[config.mk]
export PLATFORM = sky130hd
export DESIGN_NAME = wght_bank_ctrl_flat
export DESIGN_NICKNAME = d
export VERILOG_FILES = /design/src/rtl/wght_bank_ctrl_if.sv /design/src/rtl/wght_bank_ctrl.sv /design/src/flat_wrapper.sv
export SDC_FILE = /design/constraint.sdc
export NUM_CORES = 2
export LEC_CHECK = 0
export CORE_ASPECT_RATIO = 1.4
export CORE_MARGIN = 4
export CORE_UTILIZATION = 59
export CTS_CLUSTER_SIZE = 40
export DETAILED_ROUTE_END_ITERATION = 7
export HOLD_SLACK_MARGIN = 0.05
export PLACE_DENSITY = 0.79
export SLEW_MARGIN = 20
export SYNTH_ARGS = -nofsm -noshare
export SYNTH_HDL_FRONTEND = slang
export SYNTH_SLANG_ARGS = --single-unit
export TNS_END_PERCENT = 100
[constraint.sdc]
create_clock -name clk -period 2.9 [get_ports clk]
set_clock_uncertainty 0.05 [all_clocks]
set_input_delay 0.58 -clock clk [delete_from_list [all_inputs] [get_ports clk]]
set_output_delay 0.58 -clock clk [all_outputs]
set_load 0.05 [all_outputs]
[src/rtl/wght_bank_ctrl_if.sv]
// wght_bank_ctrl_if: load stream, read control and kernel delivery signals of the weight bank.
interface wght_bank_ctrl_if #(parameter int W = 8, K = 5, AW = 3);
  logic              load_start;
  logic              wr_valid;
  logic [W-1:0]      wr_data;
  logic              wr_ready;
  logic              write_complete;
  logic              loaded;
  logic              start;
  logic [1:0]        mode;
  logic [AW-1:0]     rd_addr;
  logic              stop;
  logic              bank_valid;
  logic              bank_ready;
  logic [K*K*W-1:0]  bank_data;
  logic [AW-1:0]     bank_idx;
  logic              bank_last;
  logic              done;
  logic              err;
  logic              busy;
  modport master (
    output load_start, wr_valid, wr_data, start, mode, rd_addr, stop, bank_ready,
    input  wr_ready, write_complete, loaded, bank_valid, bank_data, bank_idx, bank_last, done, err, busy
  );
  modport slave (
    input  load_start, wr_valid, wr_data, start, mode, rd_addr, stop, bank_ready,
    output wr_ready, write_complete, loaded, bank_valid, bank_data, bank_idx, bank_last, done, err, busy
  );
endinterface

[src/rtl/wght_bank_ctrl.sv]
// wght_bank_ctrl: serial-loaded kernel store delivering one packed KxK kernel per handshake.
module wght_bank_ctrl #(
  parameter int W  = 8,
  parameter int K  = 5,
  parameter int L  = 6,
  parameter int C  = 1,
  parameter int AW = (L*C > 1) ? $clog2(L*C) : 1
) (
  input logic clk,
  input logic rst,
  wght_bank_ctrl_if.slave b
);
  localparam int N  = L*C;
  localparam int KK = K*K;
  localparam int SW = (KK > 1) ? $clog2(KK) : 1;
  localparam int NW = (N > 1) ? $clog2(N) : 1;
  localparam logic [1:0] IDLE = 2'd0, LOAD = 2'd1, READ = 2'd2;

  logic [KK*W-1:0] kern_q [N];
  logic [1:0]      state_q, state_d;
  logic [SW-1:0]   slot_q, slot_d;
  logic [NW-1:0]   kidx_q, kidx_d;
  logic            loaded_q, loaded_d, wc_q, wc_d, err_q, err_d, done_q, done_d;
  logic            bv_q, bv_d, blast_q, blast_d, loop_q, loop_d, stop_q, stop_d;
  logic [AW-1:0]   bidx_q, bidx_d, nidx;
  logic [KK*W-1:0] bdata_q, bdata_d;
  logic            wr_en, last_word, bad_start, fin;

  assign wr_en     = state_q == LOAD && b.wr_valid && !b.load_start;
  assign last_word = kidx_q == NW'(N-1) && slot_q == SW'(KK-1);
  assign bad_start = !loaded_q || (b.mode == 2'd2 && int'(b.rd_addr) >= N);
  // stop may arrive in the very cycle of the last handshake
  assign fin       = bv_q && b.bank_ready && blast_q && (!loop_q || stop_q || b.stop);

  always_comb begin
    state_d  = state_q;
    slot_d   = slot_q;
    kidx_d   = kidx_q;
    loaded_d = loaded_q;
    wc_d     = 1'b0;
    err_d    = 1'b0;
    done_d   = 1'b0;
    bv_d     = bv_q;
    blast_d  = blast_q;
    loop_d   = loop_q;
    stop_d   = stop_q;
    bidx_d   = bidx_q;
    bdata_d  = bdata_q;
    nidx     = b.mode == 2'd2 ? b.rd_addr : '0;
    if (b.load_start) begin
      state_d  = LOAD;
      slot_d   = '0;
      kidx_d   = '0;
      loaded_d = 1'b0;
      bv_d     = 1'b0;
      blast_d  = 1'b0;
    end else if (state_q == IDLE && b.start) begin
      err_d = bad_start;
      if (!bad_start) begin
        state_d = READ;
        loop_d  = b.mode == 2'd1;
        stop_d  = 1'b0;
        bv_d    = 1'b1;
        bidx_d  = nidx;
        blast_d = b.mode == 2'd2 || nidx == AW'(N-1);
        bdata_d = kern_q[NW'(nidx)];
      end
    end else if (wr_en) begin
      slot_d = slot_q == SW'(KK-1) ? '0 : slot_q + SW'(1);
      kidx_d = slot_q == SW'(KK-1) ? kidx_q + NW'(1) : kidx_q;
      if (last_word) begin
        state_d  = IDLE;
        wc_d     = 1'b1;
        loaded_d = 1'b1;
        kidx_d   = '0;
      end
    end else if (state_q == READ) begin
      stop_d = stop_q | b.stop;
      if (fin) begin
        state_d = IDLE;
        bv_d    = 1'b0;
        blast_d = 1'b0;
        done_d  = 1'b1;
      end else if (bv_q && b.bank_ready) begin
        nidx    = bidx_q == AW'(N-1) ? '0 : bidx_q + AW'(1);
        bidx_d  = nidx;
        blast_d = nidx == AW'(N-1);
        bdata_d = kern_q[NW'(nidx)];
      end
    end
  end

  always_ff @(posedge clk or negedge rst) begin
    if (!rst) begin
      state_q  <= IDLE;
      slot_q   <= '0;
      kidx_q   <= '0;
      loaded_q <= 1'b0;
      wc_q     <= 1'b0;
      err_q    <= 1'b0;
      done_q   <= 1'b0;
      bv_q     <= 1'b0;
      blast_q  <= 1'b0;
      loop_q   <= 1'b0;
      stop_q   <= 1'b0;
      bidx_q   <= '0;
      bdata_q  <= '0;
    end else begin
      state_q  <= state_d;
      slot_q   <= slot_d;
      kidx_q   <= kidx_d;
      loaded_q <= loaded_d;
      wc_q     <= wc_d;
      err_q    <= err_d;
      done_q   <= done_d;
      bv_q     <= bv_d;
      blast_q  <= blast_d;
      loop_q   <= loop_d;
      stop_q   <= stop_d;
      bidx_q   <= bidx_d;
      bdata_q  <= bdata_d;
    end
  end

  always_ff @(posedge clk) begin
    if (wr_en)
      for (int j = 0; j < KK; j++)
        if (slot_q == SW'(j)) kern_q[kidx_q][j*W +: W] <= b.wr_data;
  end

  assign b.wr_ready       = state_q == LOAD;
  assign b.write_complete = wc_q;
  assign b.loaded         = loaded_q;
  assign b.bank_valid     = bv_q;
  assign b.bank_data      = bdata_q;
  assign b.bank_idx       = bidx_q;
  assign b.bank_last      = blast_q;
  assign b.done           = done_q;
  assign b.err            = err_q;
  assign b.busy           = state_q != IDLE;
endmodule

[src/flat_wrapper.sv]
// flat-port wrapper written by rule: the top's interface ports become plain ports
module wght_bank_ctrl_flat 
#(
  parameter int W  = 8,
  parameter int K  = 5,
  parameter int L  = 6,
  parameter int C  = 1,
  parameter int AW = (L*C > 1) ? $clog2(L*C) : 1
)
  (clk, rst, b_load_start, b_wr_valid, b_wr_data, b_start, b_mode, b_rd_addr, b_stop, b_bank_ready, b_wr_ready, b_write_complete, b_loaded, b_bank_valid, b_bank_data, b_bank_idx, b_bank_last, b_done, b_err, b_busy);
  wght_bank_ctrl_if #(.W(W), .K(K), .AW(AW)) b_i ();
  input logic clk;
  input logic rst;
  input wire logic [$bits(b_i.load_start)-1:0] b_load_start;
  input wire logic [$bits(b_i.wr_valid)-1:0] b_wr_valid;
  input wire logic [$bits(b_i.wr_data)-1:0] b_wr_data;
  input wire logic [$bits(b_i.start)-1:0] b_start;
  input wire logic [$bits(b_i.mode)-1:0] b_mode;
  input wire logic [$bits(b_i.rd_addr)-1:0] b_rd_addr;
  input wire logic [$bits(b_i.stop)-1:0] b_stop;
  input wire logic [$bits(b_i.bank_ready)-1:0] b_bank_ready;
  output wire logic [$bits(b_i.wr_ready)-1:0] b_wr_ready;
  output wire logic [$bits(b_i.write_complete)-1:0] b_write_complete;
  output wire logic [$bits(b_i.loaded)-1:0] b_loaded;
  output wire logic [$bits(b_i.bank_valid)-1:0] b_bank_valid;
  output wire logic [$bits(b_i.bank_data)-1:0] b_bank_data;
  output wire logic [$bits(b_i.bank_idx)-1:0] b_bank_idx;
  output wire logic [$bits(b_i.bank_last)-1:0] b_bank_last;
  output wire logic [$bits(b_i.done)-1:0] b_done;
  output wire logic [$bits(b_i.err)-1:0] b_err;
  output wire logic [$bits(b_i.busy)-1:0] b_busy;
  assign b_i.load_start = b_load_start;
  assign b_i.wr_valid = b_wr_valid;
  assign b_i.wr_data = b_wr_data;
  assign b_i.start = b_start;
  assign b_i.mode = b_mode;
  assign b_i.rd_addr = b_rd_addr;
  assign b_i.stop = b_stop;
  assign b_i.bank_ready = b_bank_ready;
  assign b_wr_ready = b_i.wr_ready;
  assign b_write_complete = b_i.write_complete;
  assign b_loaded = b_i.loaded;
  assign b_bank_valid = b_i.bank_valid;
  assign b_bank_data = b_i.bank_data;
  assign b_bank_idx = b_i.bank_idx;
  assign b_bank_last = b_i.bank_last;
  assign b_done = b_i.done;
  assign b_err = b_i.err;
  assign b_busy = b_i.busy;
  wght_bank_ctrl #(.W(W), .K(K), .L(L), .C(C), .AW(AW)) u_core (.clk(clk), .rst(rst), .b(b_i));
endmodule
==> results.md <==
* Share of cells above drive strength 1 at 0.208
* Crit path launch type: flop
* Dpl hpwl at 108,000 um
* DR vias at 42,100
* Fin. Hold Viols at 0
* Fmax at 0.353 GHz
* Beginning of the worst hold path: b_wr_data[2]
* Die Wd at 286 um
* Worst-Margin Slew at 0.775 ns
* Initial DRC Count at 5,232
* Clock Power Share at 0.436
* # rows at 142
* Top-count cell post-synth: edfxtp_1
* Slowest cell on crit path: clkdlybuf4s50_1
* Reg power frac at 0.529
* Final #Nets at 4,671
* Synth top area cells: edfxtp_1, dfrtp_1, mux4_2
* Largest net degree at the start of global routing at 96
* Synth cell count leaders: edfxtp_1, mux2i_1, nor2_1
* Mux contribution to synthesized area at 0.169
* Global route overflow at 0
* Outcome: completed
* Reg2Reg Depth at 6
* Largest family of logic cells by synthesized area: multiplexers
* Worst r2r src: u_core.b.bank_idx[0]$_DFFE_PN0P_
* Hold Crit Class: primary input to flop
* Post-DR vias/cell at 6.79
* Worst Path Buf+Inv at 1
* GPL Wtd Cong at 0.846
* Req. time, crit path at 2.27 ns
* CTS tree: yes
* NetSw at 8.68 mW
* Area of the multi-input gates at 0.0205 sq mm
* Clock sink count at 1,421
* Final setup vio count at 0
* Tcrit/Tclk final at 0.976
* Worst hold endpoint: u_core.kern_q[4][74]$_DFFE_PP_
* Crit path DAT at 2.20 ns
* Initial antenna violation count at 4
* Post-Syn Instances at 4,279
* PwrDens at 562 mW/mm^2
* DRT Pass-1 Iters at 8
* Max stage delay on crit path at 0.99 ns
* Min-Delay Path Depth at 1
* Worst skew pair latency at 0.77 ns
* Clk root buf: clkbuf_16
* Vias in the first global route at 43,300
* Met2 WL at 89,800 um
* Initial core utilization at 0.595
* Placed cell area at 0.0699 sq mm
* Setup ws final at 0.0690 ns
* R2R Setup Slk at 0.33 ns
* FF/Latch Area at 0.0416 sq mm
* Per-cell routed wire length at 28.7 um
* Htree depth at 4
* Syn_area_per_cell at 14.9 sq um
* Unrepaired setup endpoints after global routing: false
* Core area at 0.107 sq mm
* Crit-path max FO at 4
* Clk slew on worst S/H paths at 0.06 ns
* Postcts setup bufs at 0
* Gr usage total at 0.312
* Mapped Area at 0.0637 sq mm
* Seq/Total Area, Yosys at 0.652
* Worst VDD drop at 0.485 mV
* # DRC at 0
* Highest metal used: met5
* Synth warn at 0
* Switching part of the total power at 0.207
* Distinct cells, synth at 47
* Met3 wire length at 16,500 um
* Number of routed nets with antenna violations at 0
* Crit-path leading delay family: buffers and inverters
* Fill count at 6,827
* Largest area contributor in the netlist: edfxtp_1
* Top-area cell type share of the netlist area at 0.566
* Comb pwr share at 0.035
* First-pass GRT wire length at 266,000 um
* I/O Buffers at 230
* Area Growth Syn to Fin at 17.0%
* Flops & latches, synth at 1,421
* Synth Area in Compound Gates at 0.121
* Share of synthesized cell area in full adder, half adder and majority cells at 0.00137
* Synth Net Count at 4,306
* Pre-CTS setup slack at -0.0636 ns
* CTS Buf Count at 135
* Post-synth ARST share at 0.156
* Internal at 33.2 mW
* Power Total at 41.9 mW
* Min Tclk post-route at 2.83 ns
* XOR/XNOR share of the synthesized area at 0
* Hold slack at 0.192 ns
* Die footprint at 0.113 sq mm
* Overall die height at 397 um
* Setup Crit Path Kind: flop to primary output
* Slew headroom at 0.483
* WL met1 at 62,900 um
* Critical-path cell list: clkdlybuf4s50_1
* Simple-gate share of the synthesized area at 0.0297
* Reg-to-Reg End: u_core.b.bank_data[76]$_DFFE_PN0P_
* Final Max Slew Viols at 0
* Final Routed Wirelength at 178,000 um
* Largest buffer count on any clock path at 3
* Fin area at 0.0746 sq mm
* I/O pins at 231
* Static leakage at 27.0 nW
* Ys flop type: edfxtp_1
* Critical Path End Type: primary output
* Max cap viols at 0
* Number of synthesized flops with an enable pin at 1,200
-- power by group through the flow --
stage          registers, mW  clock network (mW)  logic, mW
2_1_floorplan           22.6                   0      0.615
3_3_place_gp            22.6                   0       1.41
3_5_place_dp            22.6                   0       1.43
4_1_cts                 22.2                18.4       1.44
5_1_grt                 22.2                19.3       1.53
6_report                22.2                18.3       1.47
-- layer usage --
metal  track usage  vias up
li1              -    17800
met1         0.382    21200
met2         0.530     2588
met3        0.0618      525
met4         0.157        4
met5             0        -
-- per-stage QoR --
stage          utilization  cells  TNS, ns
2_1_floorplan            -   4279        0
5_1_grt              0.696   6196        0
3_5_place_dp         0.653   5946   -0.757
6_report             0.696   6200        0
3_3_place_gp         0.653   5946   -0.652
4_1_cts              0.696   6196        0
-- repair_timing --
| item | 4_1_cts | 5_1_grt |
|---|---|---|
| resized for setup | 3 | 1 |
| hold endpoints to repair | 45 | 0 |
| pin swaps | 0 | 0 |
| setup endpoints to repair | 3 | 1 |
| hold buffers | 1 | 0 |
-- cells in the final DEF, fill, tap and decap left out, drive strengths merged, types with 3 or more instances in the layout --
cell and count:
and2 3, nand2 36, mux2 201, dfrtp 221, a22oi 200, nand4 6, a21o 3, nor2b 5
dlygate4sd2 3, nand2b 3, ha 7, o21ai 408, mux2i 401, clkdlybuf4s50 216, clkbuf 177, nor3 7
a21oi 214, nand3b 3, buf 362, clkinvlp 6, or3 3, nor3b 4, nor2 370, diode 4
mux4 199, a22o 200, bufinv 16, edfxtp 1200, nand4b 5, a31oi 201, inv 13, clkinv 43
nand3 5
-- kinds of logic after synthesis --
kind of cell / after synthesis
buffers and inverters: 360
flip-flops: 1421
AO/OA/AOI/OAI: 1232
adder cells (fa/ha/maj): 7
AND/OR/NAND/NOR: 458
multiplexers: 801
-- how the worst max path moves through the flow --
| stage | start | endpoint | depth (start not counted) |
|---|---|---|---|
| 2_1_floorplan | u_core.b.bank_idx[0]$_DFFE_PN0P_ | u_core.b.bank_data[148]$_DFFE_PN0P_ | 6 |
| 3_3_place_gp | b_load_start | u_core.kern_q[4][130]$_DFFE_PP_ | 8 |
| 3_5_place_dp | b_load_start | u_core.kern_q[4][132]$_DFFE_PP_ | 8 |
| 4_1_cts | u_core.b.bank_idx[0]$_DFFE_PN0P_ | b_bank_idx[0] | 2 |
| 5_1_grt | u_core.b.bank_idx[0]$_DFFE_PN0P_ | b_bank_idx[0] | 2 |
| 6_report | u_core.b.loaded$_DFFE_PN0P_ | b_loaded | 1 |
-- worst register-to-register path: stages, from the launching register on --
cell     delay, ns
dfrtp_4       0.51
nor2b_1       0.25
mux2_8        0.46
buf_12        0.36
mux4_2        0.42
a22oi_1       0.23
a31oi_1       0.14
-- area by class of cell --
cell class / count / share of cell area
Sequential cell: 1421 / 0.558
Multi-Input combinational cell: 2498 / 0.275
Timing Repair Buffer: 582 / 0.0810
Clock buffer: 177 / 0.0503
Tap cell: 1440 / 0.0242
Clock inverter: 72 / 0.0111
Inverter: 6 / 0.000302
Antenna cell: 4 / 0.000134
-- registers in the layout, indices dropped and copies added, names as in the netlist --
name and cells:
u_core.b.bank_valid 1, u_core.kern_q 1200, u_core.stop_q 1, u_core.b.bank_data 200
u_core.loop_q 1, u_core.b.write_complete 1, u_core.b.done 1, u_core.b.err 1
u_core.b.bank_idx 3, u_core.b.bank_last 1, u_core.b.loaded 1, u_core.kidx_q 3
u_core.slot_q 5, u_core.state_q 2
No activity file was read; power rests on OpenSTA's default activity.
